## src/rtl/phy_hard_reset_tx.sv

```systemverilog
// -----------------------------------------------------------------------------
// phy_hard_reset_tx
//
// This is the downstream PHY transmit stage for Hard Reset and Cable Reset.
// A TRANSMIT write starts one request. The block first waits for the CC line
// to go idle. It then serializes an alternating preamble and the 4-K-code
// ordered set (5-bit codes, LSB first), one bit per BIT_DIV clocks. When it
// finishes, it reports to the alert logic with a one-cycle success or failure
// pulse.
//
// Ports
//   CLK              system clock
//   reset            synchronous, active-low reset
//   iTRANSMIT        TRANSMIT register value; only [2:0] is decoded
//                    (101 = Hard Reset, 110 = Cable Reset)
//   iTRANSMIT_valid  one-cycle strobe: iTRANSMIT was just written
//   iCC_busy         CC line activity detected
//   iStop_Attempting abort request from the protocol layer (level)
//   oTX_BIT          serial bit to the BMC encoder (0 whenever oTX_EN = 0)
//   oTX_EN           high while a bit is being driven
//   oBUSY            high in any state other than IDLE
//   oALERT_SUCCESS   one-cycle pulse: ordered set fully sent
//   oALERT_FAILED    one-cycle pulse: idle timeout or abort
//   oSENT_TYPE       type last sent (01 hard, 10 cable, 00 none)
//
// All outputs are registered. They are computed from the next state, so
// oTX_EN rises on the same edge that accepts a request on an idle line.
// -----------------------------------------------------------------------------
module phy_hard_reset_tx #(
    parameter int BIT_DIV       = 4,
    parameter int PREAMBLE_BITS = 64,
    parameter int IDLE_TIMEOUT  = 1000
) (
    input  logic       CLK,
    input  logic       reset,
    input  logic [7:0] iTRANSMIT,
    input  logic       iTRANSMIT_valid,
    input  logic       iCC_busy,
    input  logic       iStop_Attempting,
    output logic       oTX_BIT,
    output logic       oTX_EN,
    output logic       oBUSY,
    output logic       oALERT_SUCCESS,
    output logic       oALERT_FAILED,
    output logic [1:0] oSENT_TYPE
);

    localparam int ORD_BITS = 20;
    localparam int DIV_W    = $clog2(BIT_DIV);
    localparam int PRE_W    = $clog2(PREAMBLE_BITS);
    localparam int ORD_W    = $clog2(ORD_BITS);
    localparam int WAIT_W   = $clog2(IDLE_TIMEOUT);

    localparam logic [DIV_W-1:0]  DIV_LAST  = DIV_W'(BIT_DIV - 1);
    localparam logic [PRE_W-1:0]  PRE_LAST  = PRE_W'(PREAMBLE_BITS - 1);
    localparam logic [ORD_W-1:0]  ORD_LAST  = ORD_W'(ORD_BITS - 1);
    localparam logic [WAIT_W-1:0] WAIT_LAST = WAIT_W'(IDLE_TIMEOUT - 1);

    localparam logic [4:0] K_RST1  = 5'b00111;
    localparam logic [4:0] K_RST2  = 5'b11001;
    localparam logic [4:0] K_SYNC1 = 5'b11000;
    localparam logic [4:0] K_SYNC3 = 5'b00110;

    // The first K-code sits in the low bits, so bit index j of the vector is
    // the j-th bit on the wire.
    localparam logic [ORD_BITS-1:0] HARD_SEQ  = {K_RST2, K_RST1, K_RST1, K_RST1};
    localparam logic [ORD_BITS-1:0] CABLE_SEQ = {K_SYNC3, K_RST1, K_SYNC1, K_RST1};

    localparam logic [1:0] TYPE_NONE  = 2'b00;
    localparam logic [1:0] TYPE_HARD  = 2'b01;
    localparam logic [1:0] TYPE_CABLE = 2'b10;

    typedef enum logic [2:0] {
        S_IDLE,
        S_WAIT_IDLE,
        S_PREAMBLE,
        S_ORDSET,
        S_DONE,
        S_FAIL
    } state_t;

    state_t              r_state;
    logic [DIV_W-1:0]    r_div;
    logic [PRE_W-1:0]    r_pre;
    logic [ORD_W-1:0]    r_ord;
    logic [WAIT_W-1:0]   r_wait;
    logic [1:0]          r_type;
    logic                r_tx_bit;
    logic                r_tx_en;
    logic                r_busy;
    logic                r_alert_success;
    logic                r_alert_failed;
    logic [1:0]          r_sent_type;

    state_t              w_state_next;
    logic [DIV_W-1:0]    w_div_next;
    logic [PRE_W-1:0]    w_pre_next;
    logic [ORD_W-1:0]    w_ord_next;
    logic [WAIT_W-1:0]   w_wait_next;
    logic [1:0]          w_type_next;
    logic                w_tx_bit_next;
    logic                w_is_hard;
    logic                w_is_cable;
    logic                w_req_valid;
    logic                w_bit_done;
    logic [ORD_BITS-1:0] w_ord_seq;
    logic                w_unused;

    assign w_is_hard   = (iTRANSMIT[2:0] == 3'b101);
    assign w_is_cable  = (iTRANSMIT[2:0] == 3'b110);
    assign w_req_valid = iTRANSMIT_valid && (w_is_hard || w_is_cable);
    assign w_bit_done  = (r_div == DIV_LAST);
    assign w_ord_seq   = (r_type == TYPE_CABLE) ? CABLE_SEQ : HARD_SEQ;

    // The upper TRANSMIT bits carry no meaning for this stage.
    assign w_unused = ^iTRANSMIT[7:3];

    always_comb begin
        // NOTE: every combinational output gets a default first, so no path
        // leaves a signal unassigned and no latch is inferred.
        w_state_next = r_state;
        w_div_next   = r_div;
        w_pre_next   = r_pre;
        w_ord_next   = r_ord;
        w_wait_next  = r_wait;
        w_type_next  = r_type;

        case (r_state)
            S_IDLE: begin
                w_div_next  = '0;
                w_pre_next  = '0;
                w_ord_next  = '0;
                w_wait_next = '0;
                if (w_req_valid) begin
                    w_type_next  = w_is_hard ? TYPE_HARD : TYPE_CABLE;
                    w_state_next = iCC_busy ? S_WAIT_IDLE : S_PREAMBLE;
                end
            end

            // Abort is tested first in every active state, so it wins over
            // the idle, bit-complete and timeout transitions.
            S_WAIT_IDLE: begin
                if (iStop_Attempting) begin
                    w_state_next = S_FAIL;
                end else if (!iCC_busy) begin
                    w_state_next = S_PREAMBLE;
                end else if (r_wait == WAIT_LAST) begin
                    w_state_next = S_FAIL;
                end else begin
                    w_wait_next = r_wait + 1'b1;
                end
            end

            S_PREAMBLE: begin
                if (iStop_Attempting) begin
                    w_state_next = S_FAIL;
                end else if (w_bit_done) begin
                    w_div_next = '0;
                    if (r_pre == PRE_LAST) begin
                        w_state_next = S_ORDSET;
                        w_ord_next   = '0;
                    end else begin
                        w_pre_next = r_pre + 1'b1;
                    end
                end else begin
                    w_div_next = r_div + 1'b1;
                end
            end

            S_ORDSET: begin
                if (iStop_Attempting) begin
                    w_state_next = S_FAIL;
                end else if (w_bit_done) begin
                    w_div_next = '0;
                    if (r_ord == ORD_LAST) begin
                        w_state_next = S_DONE;
                    end else begin
                        w_ord_next = r_ord + 1'b1;
                    end
                end else begin
                    w_div_next = r_div + 1'b1;
                end
            end

            S_DONE:  w_state_next = S_IDLE;
            S_FAIL:  w_state_next = S_IDLE;
            default: w_state_next = S_IDLE;
        endcase

        // The bit for the next cycle follows the next state and counters,
        // so the registered output lines up with the state it belongs to.
        case (w_state_next)
            S_PREAMBLE: w_tx_bit_next = w_pre_next[0];
            S_ORDSET:   w_tx_bit_next = w_ord_seq[w_ord_next];
            default:    w_tx_bit_next = 1'b0;
        endcase
    end

    always_ff @(posedge CLK) begin
        // NOTE: the reset is synchronous. It clears the state, the counters and
        // every output register on the same edge. A transfer cut off by reset
        // therefore stops immediately and produces no alert pulse.
        if (!reset) begin
            r_state         <= S_IDLE;
            r_div           <= '0;
            r_pre           <= '0;
            r_ord           <= '0;
            r_wait          <= '0;
            r_type          <= TYPE_NONE;
            r_tx_bit        <= 1'b0;
            r_tx_en         <= 1'b0;
            r_busy          <= 1'b0;
            r_alert_success <= 1'b0;
            r_alert_failed  <= 1'b0;
            r_sent_type     <= TYPE_NONE;
        end else begin
            // NOTE: non-blocking assignments, so every register samples the
            // values from before the edge.
            r_state         <= w_state_next;
            r_div           <= w_div_next;
            r_pre           <= w_pre_next;
            r_ord           <= w_ord_next;
            r_wait          <= w_wait_next;
            r_type          <= w_type_next;
            r_tx_bit        <= w_tx_bit_next;
            r_tx_en         <= (w_state_next == S_PREAMBLE) || (w_state_next == S_ORDSET);
            r_busy          <= (w_state_next != S_IDLE);
            r_alert_success <= (w_state_next == S_DONE);
            r_alert_failed  <= (w_state_next == S_FAIL);
            if (w_state_next == S_DONE) begin
                r_sent_type <= r_type;
            end
        end
    end

    assign oTX_BIT        = r_tx_bit;
    assign oTX_EN         = r_tx_en;
    assign oBUSY          = r_busy;
    assign oALERT_SUCCESS = r_alert_success;
    assign oALERT_FAILED  = r_alert_failed;
    assign oSENT_TYPE     = r_sent_type;

endmodule

```

## config.mk

```make
export PLATFORM = sky130hd
export DESIGN_NAME = phy_hard_reset_tx
export DESIGN_NICKNAME = d
export VERILOG_FILES = /design/src/rtl/phy_hard_reset_tx.sv
export SDC_FILE = /design/constraint.sdc
export NUM_CORES = 1
export LEC_CHECK = 0
export ABC_AREA = 1
export BUFFER_PORTS_ARGS = -buffer_cell sky130_fd_sc_hd__buf_2
export CAP_MARGIN = 30
export CORE_MARGIN = 1.5
export CORE_UTILIZATION = 58
export CTS_CLUSTER_DIAMETER = 80
export DETAILED_ROUTE_END_ITERATION = 8
export PLACE_DENSITY = 0.78
export RECOVER_POWER = 25
export SYNTH_ARGS = -nofsm -noshare
export SYNTH_HDL_FRONTEND = slang
export SYNTH_SLANG_ARGS = --single-unit
```

## constraint.sdc

```tcl
create_clock -name CLK -period 3.72 [get_ports CLK]
set_input_delay 0.372 -clock CLK [delete_from_list [all_inputs] [get_ports CLK]]
set_output_delay 0.372 -clock CLK [all_outputs]
set_load 0.02 [all_outputs]
```

== Word-level counts from Yosys, hierarchy flattened ==
Cells that the tools add are included.

* Bits in registers: 35
* Output and inout bits: 7

* Order comparisons: 1
* Muxes and demuxes: 35
* Equal/unequal tests: 21
* Reductions and logical operators: 13
* Add/sub/neg operators: 4

{| class="wikitable"
|+ Operator list
! operator !! count
|-
| $mux 10 || 3
|-
| $mux 3 || 10
|-
| $mux 5 || 6
|-
| $mux 20 || 1
|-
| $pmux 10 s2 || 1
|-
| $mux 6 || 3
|-
| $pmux 5 s3 || 1
|-
| $ne 2x2->1 const B || 7
|-
| $eq 3x2->1 const B || 4
|-
| $eq 3x3->1 const B || 4
|-
| $pmux 3 s4 || 1
|-
| $pmux 6 s2 || 1
|-
| $add 10x1->10 const B || 1
|-
| $eq 10x10->1 const B || 1
|-
| $mux 2 || 4
|-
| $reduce_and 4->1 || 2
|-
| $add 6x1->6 const B || 1
|-
| $eq 6x6->1 const B || 1
|-
| $lt 5x6->1 const B || 1
|-
| $reduce_bool 2->1 || 3
|-
| $add 5x1->5 const B || 1
|-
| $bmux 1 s5 || 1
|-
| $eq 5x5->1 const B || 1
|-
| $eq 2x2->1 const B || 2
|-
| other kinds (11) || 13
|}

== Longest topological paths before layout ==
* Depth after elaboration: 8
* Gate-level depth with buffers: 16
* Depth with buffers taken out: 16

== Worst setup path after synthesis ==
Ideal clock, no wire load.

* Path kind: register to register
* Start: register r_div[0]
* End: register r_tx_bit, in the netlist oTX_BIT
* Arrival: 1.724 ns
* Required time: 3.598 ns
* Cell stages (with the launch flop): 13
* Buffers on the path: 0
* Period minus slack after synthesis: 1.846 ns
* Setup slack: 1.874 ns
* Cells stage by stage: dfxtp_1 -> ha_1 -> inv_2 -> nor2_4 -> nand3_1 -> nand2_1 -> nand2_2 -> nand2_1 -> nand2_1 -> inv_1 -> ha_1 -> a41oi_1 -> a21oi_2

* Cells in the longest elaborated chain, start to end: 7
* Elaborated cells between the ends (all ways): 19

{| class="wikitable"
|+ RTL lines
! element !! line !! text
|-
| from (decl) || 83 || <nowiki>logic [DIV_W-1:0] r_div;</nowiki>
|-
| from (signal assigned) || 220 || <nowiki>r_div <= w_div_next;</nowiki>
|-
| $eq 2x2->1 * || 112 || <nowiki>assign w_bit_done = (r_div == DIV_LAST);</nowiki>
|-
| $mux 5, on equally long branches || 173, 157 ||
|-
| $mux 5, on equally long branches || 171, 155 ||
|-
| $pmux 5 s3 || 128 || <nowiki>case (r_state)</nowiki>
|-
| $bmux 1 s5 || 194 || <nowiki>S_ORDSET: w_tx_bit_next = w_ord_seq[w_ord_next];</nowiki>
|-
| $mux 1 (not written as such) || 194 ||
|-
| $pmux 1 s2 * || 192 || <nowiki>case (w_state_next)</nowiki>
|-
| to (signal assigned) || 225 || <nowiki>r_tx_bit <= w_tx_bit_next;</nowiki>
|-
| to (decl) || 88 || <nowiki>logic r_tx_bit;</nowiki>
|}

Every way passes the cells marked *; elsewhere a longest branch is shown, timed or not. The select of a mux whose other input is x is not followed.
A chain may end at the register's enable or synchronous reset.

== Worst setup path after layout ==
Same ends and word-level chain as after synthesis.

==> impl_results.md <==
- Starting Density: 62.12%
- Worst setup path category: flop to flop
- Combinational family with the most area after synthesis: simple AND/OR/NAND/NOR gates
- Final setup viols: 0
- Hold path cells: 3
- GRT Util Overall: between 20% and 30%
- Worst path depth: 12
- Worst path max stage delay: 380 ps
- Post-synthesis mux area share: 0%
- Fin Hold WS: about 330 ps
- I/O pin cnt: 20
- Clock Latency Late Sink: approximately 340 ps
- Worst setup EP type: flop
- Fin. Hold Viols: 0
- Die Y: 60.88 um
- Vias per inst: slightly above 5
- Library cells used by synthesis: 37
- FF-to-FF path depth: 12
- Post-route setup TNS: 0 ps
- Pin count of the biggest net entering global routing: 18
- CTS Hold Buffers Added: 0
- Min-Delay Path Class: primary input to flop
- Num CTS Buffers: 5
- Sequential element share of the synthesized area: a little over a third
- CTS Root Cell: clkbuf_4
- Sequential cell area: approximately 700 um2
- Post-Syn Instances: ~280
- Placeable Area: roughly 0.0031 mm2
- Worst EP arrival: approximately 2300 ps
- Die Width: between 60 and 70 um
- Drt wl/cell: 11.08 um
- Syn Nets: 297
- Top delay family on crit path: simple AND/OR/NAND/NOR gates
- Vias in the first global route: around 1,400
- Minimum clock period: around 2100 ps
- Slew headroom: approximately 66%
- Lkg Pwr: 0.8732 nW
- Gates resized, CTS repair: 0
- Drc violations: 0
- RSZ-0062 raised after global routing: false
- # Max-Cap Violations: 0
- Nets: between 300 and 400
- Maximum vdd drop: 0.2393 mV
- Synthesized area: 0.001943 mm2
- Footprint of the multi-input gates: approximately 0.0011 mm2
- WL final: 3799 um
- Max Freq: around 0.48 GHz
- Critical-path top delay cell: dfxtp_1
- Worst-Margin Slew: approximately 500 ps
- Total power per unit cell area: around 320 mW/mm2
- Post-Synth Simple-Gate Area: between 30% and 40%
- Fin. max-slew vios: 0
- Initial antenna violation count: 0
- Synthesized area per cell: just under 7 um2
- Total power: a little under 0.0007 W
- Most frequent CP cell: nand2_1
- Critical Path RT: 3950 ps
- Worst-path maximum fanout: 9
- Yosys top cell area share: a little over a third
- Hpwl dp: 2903 um
- Status: finished, final reports clean
- Period utilisation layout: between 50% and 60%
- Ys Warns: 0
- Die ar.: approximately 0.0037 mm2
- Synth Area in Compound Gates: roughly 14%
- Syn-to-layout area delta: 8.178%
- Buf/Inv on CP: 2
- Buffers on Ports: 14
- Worst-path clk slew: 100 ps
- TritonRoute pass-1 iters: 4
- Share of layout cells above drive strength 1: about 15%
- Setup skew after layout: 3.199 ps
- Post-synth EDFFs: 0
- First-pass GRT wire length: about 6300 um
- RePlAce Congestion: 0.8297
- Post-synth top area cell: dfxtp_1
- Primary FF master, synth: dfxtp_1
- Iter 0 DRT Violations: between 100 and 150
- N_diodes: 0
- Worst setup SP type: flop
- Clock sink count: 35
- Row count: 20
- Count leader, synth: nand2_1
- CP cell instances: ha_1, inv_2, nor2_4, nand3_1, nand2_1, nand2_2, nand2_1, nand2_1, inv_1, ha_1, a41oi_1, a21oi_2
- Vias: 1,782
- Synth top cells by count: nand2_1, dfxtp_1, nor2_1
- Clk buf depth: 2
- #FFs+latches synth: 35
- GR Overflow Total: 0
- Filler instances: about 280
- Area contributors post-synth: dfxtp_1, nand2_1, nor2_1
- FFs w/ async S/R, synth: 0%
- Synth Area in XOR/XNOR: ~1.4%
- Post-synthesis adder-cell area fraction: around 3.2%
- Antenna violation net count after detailed routing: 0
- Postcts setup bufs: 0
- CTS H-tree depth: 2
- CTS tree: yes
worst reg2reg max path, stage by stage (launching register included):
cell and delay (ps):
dfxtp_1 380, ha_1 230, inv_2 80, nor2_4 190, nand3_1 100, nand2_1 100, nand2_2 80, nand2_1 100
nand2_1 90, inv_1 80, ha_1 220, a41oi_1 240, a21oi_2 80
cell families (layout without fill, tap and decap cells):
kind of cell,after synthesis,after routing
AND/OR/NAND/NOR,150,150
AO/OA/AOI/OAI,45,45
buffers and inverters,41,61
flip-flops,35,35
adder cells (fa/ha/maj),5,5
XOR/XNOR,3,3
registers in the layout (all words and copies together) (netlist names):
signal / cells
r_type: 2
oTX_BIT: 1
r_div: 2
r_pre: 6
r_state: 3
oTX_EN: 1
r_ord: 5
r_wait: 10
oALERT_FAILED: 1
oSENT_TYPE: 2
oALERT_SUCCESS: 1
oBUSY: 1
final cells by class:
cell class | count | share of cell area [%]
clock buffers | 6 | 2.440
clock inverters | 1 | 0.2381
repair buffers | 14 | 2.917
multi-input cells | 203 | 51.25
well taps | 44 | 2.619
inverters | 40 | 7.202
flip-flops and latches | 35 | 33.33
cell usage in the layout, fill, tap and decap left out, types with 2 or more instances in the layout:
cell,instances
a31oi_1,2
clkbuf_1,7
buf_2,7
nor3_1,8
a211oi_1,2
ha_1,5
nand3_1,16
clkinv_2,2
nand2_2,3
nor3_2,2
nand2_1,66
nor2_2,3
nand2_4,3
nand4_1,6
nor2_4,4
clkbuf_4,5
inv_2,8
nand3_2,2
dfxtp_1,35
xor2_1,2
nor2_1,33
o21ai_1,4
inv_1,30
o21ai_0,9
a21oi_1,20
layer usage:
layer / wire (um) / track usage [%] / vias up
met2: 1710 / 35.48 / 35
met1: 1809 / 30.63 / 786
met3: 195 / 6.610 / 10
met4: 84 / 8.385 / 0
met5: 0 / 0 / -
li1: - / - / 951
per-stage QoR:
step | std cells | setup WS (ps) | area, um2 | utilization, %
after floorplan | 279 | 1874 | 1943 | -
after global placement | 336 | 1589 | 2064 | 66.00
after detailed placement | 336 | 1644 | 2064 | 66.00
after CTS | 343 | 1650 | 2121 | 67.80
after global routing | 343 | 1432 | 2102 | 67.20
final | 343 | 1646 | 2102 | 67.20
worst paths after layout:
path / from / end / slack, ps
max reg2reg: r_div[0] / oTX_BIT / 1650
min: reset / r_ord[4] / 330
min reg2reg: r_type[0] / oSENT_TYPE[0] / 480
max: r_div[0] / oTX_BIT / 1650
power breakdown:
part           switching [W]  internal [W]   total, W
Clock               0.000125     0.0000875   0.000213
Sequential        0.00000658      0.000383   0.000389
Combinational      0.0000546     0.0000232  0.0000778
(Power assumes the default switching activity.)
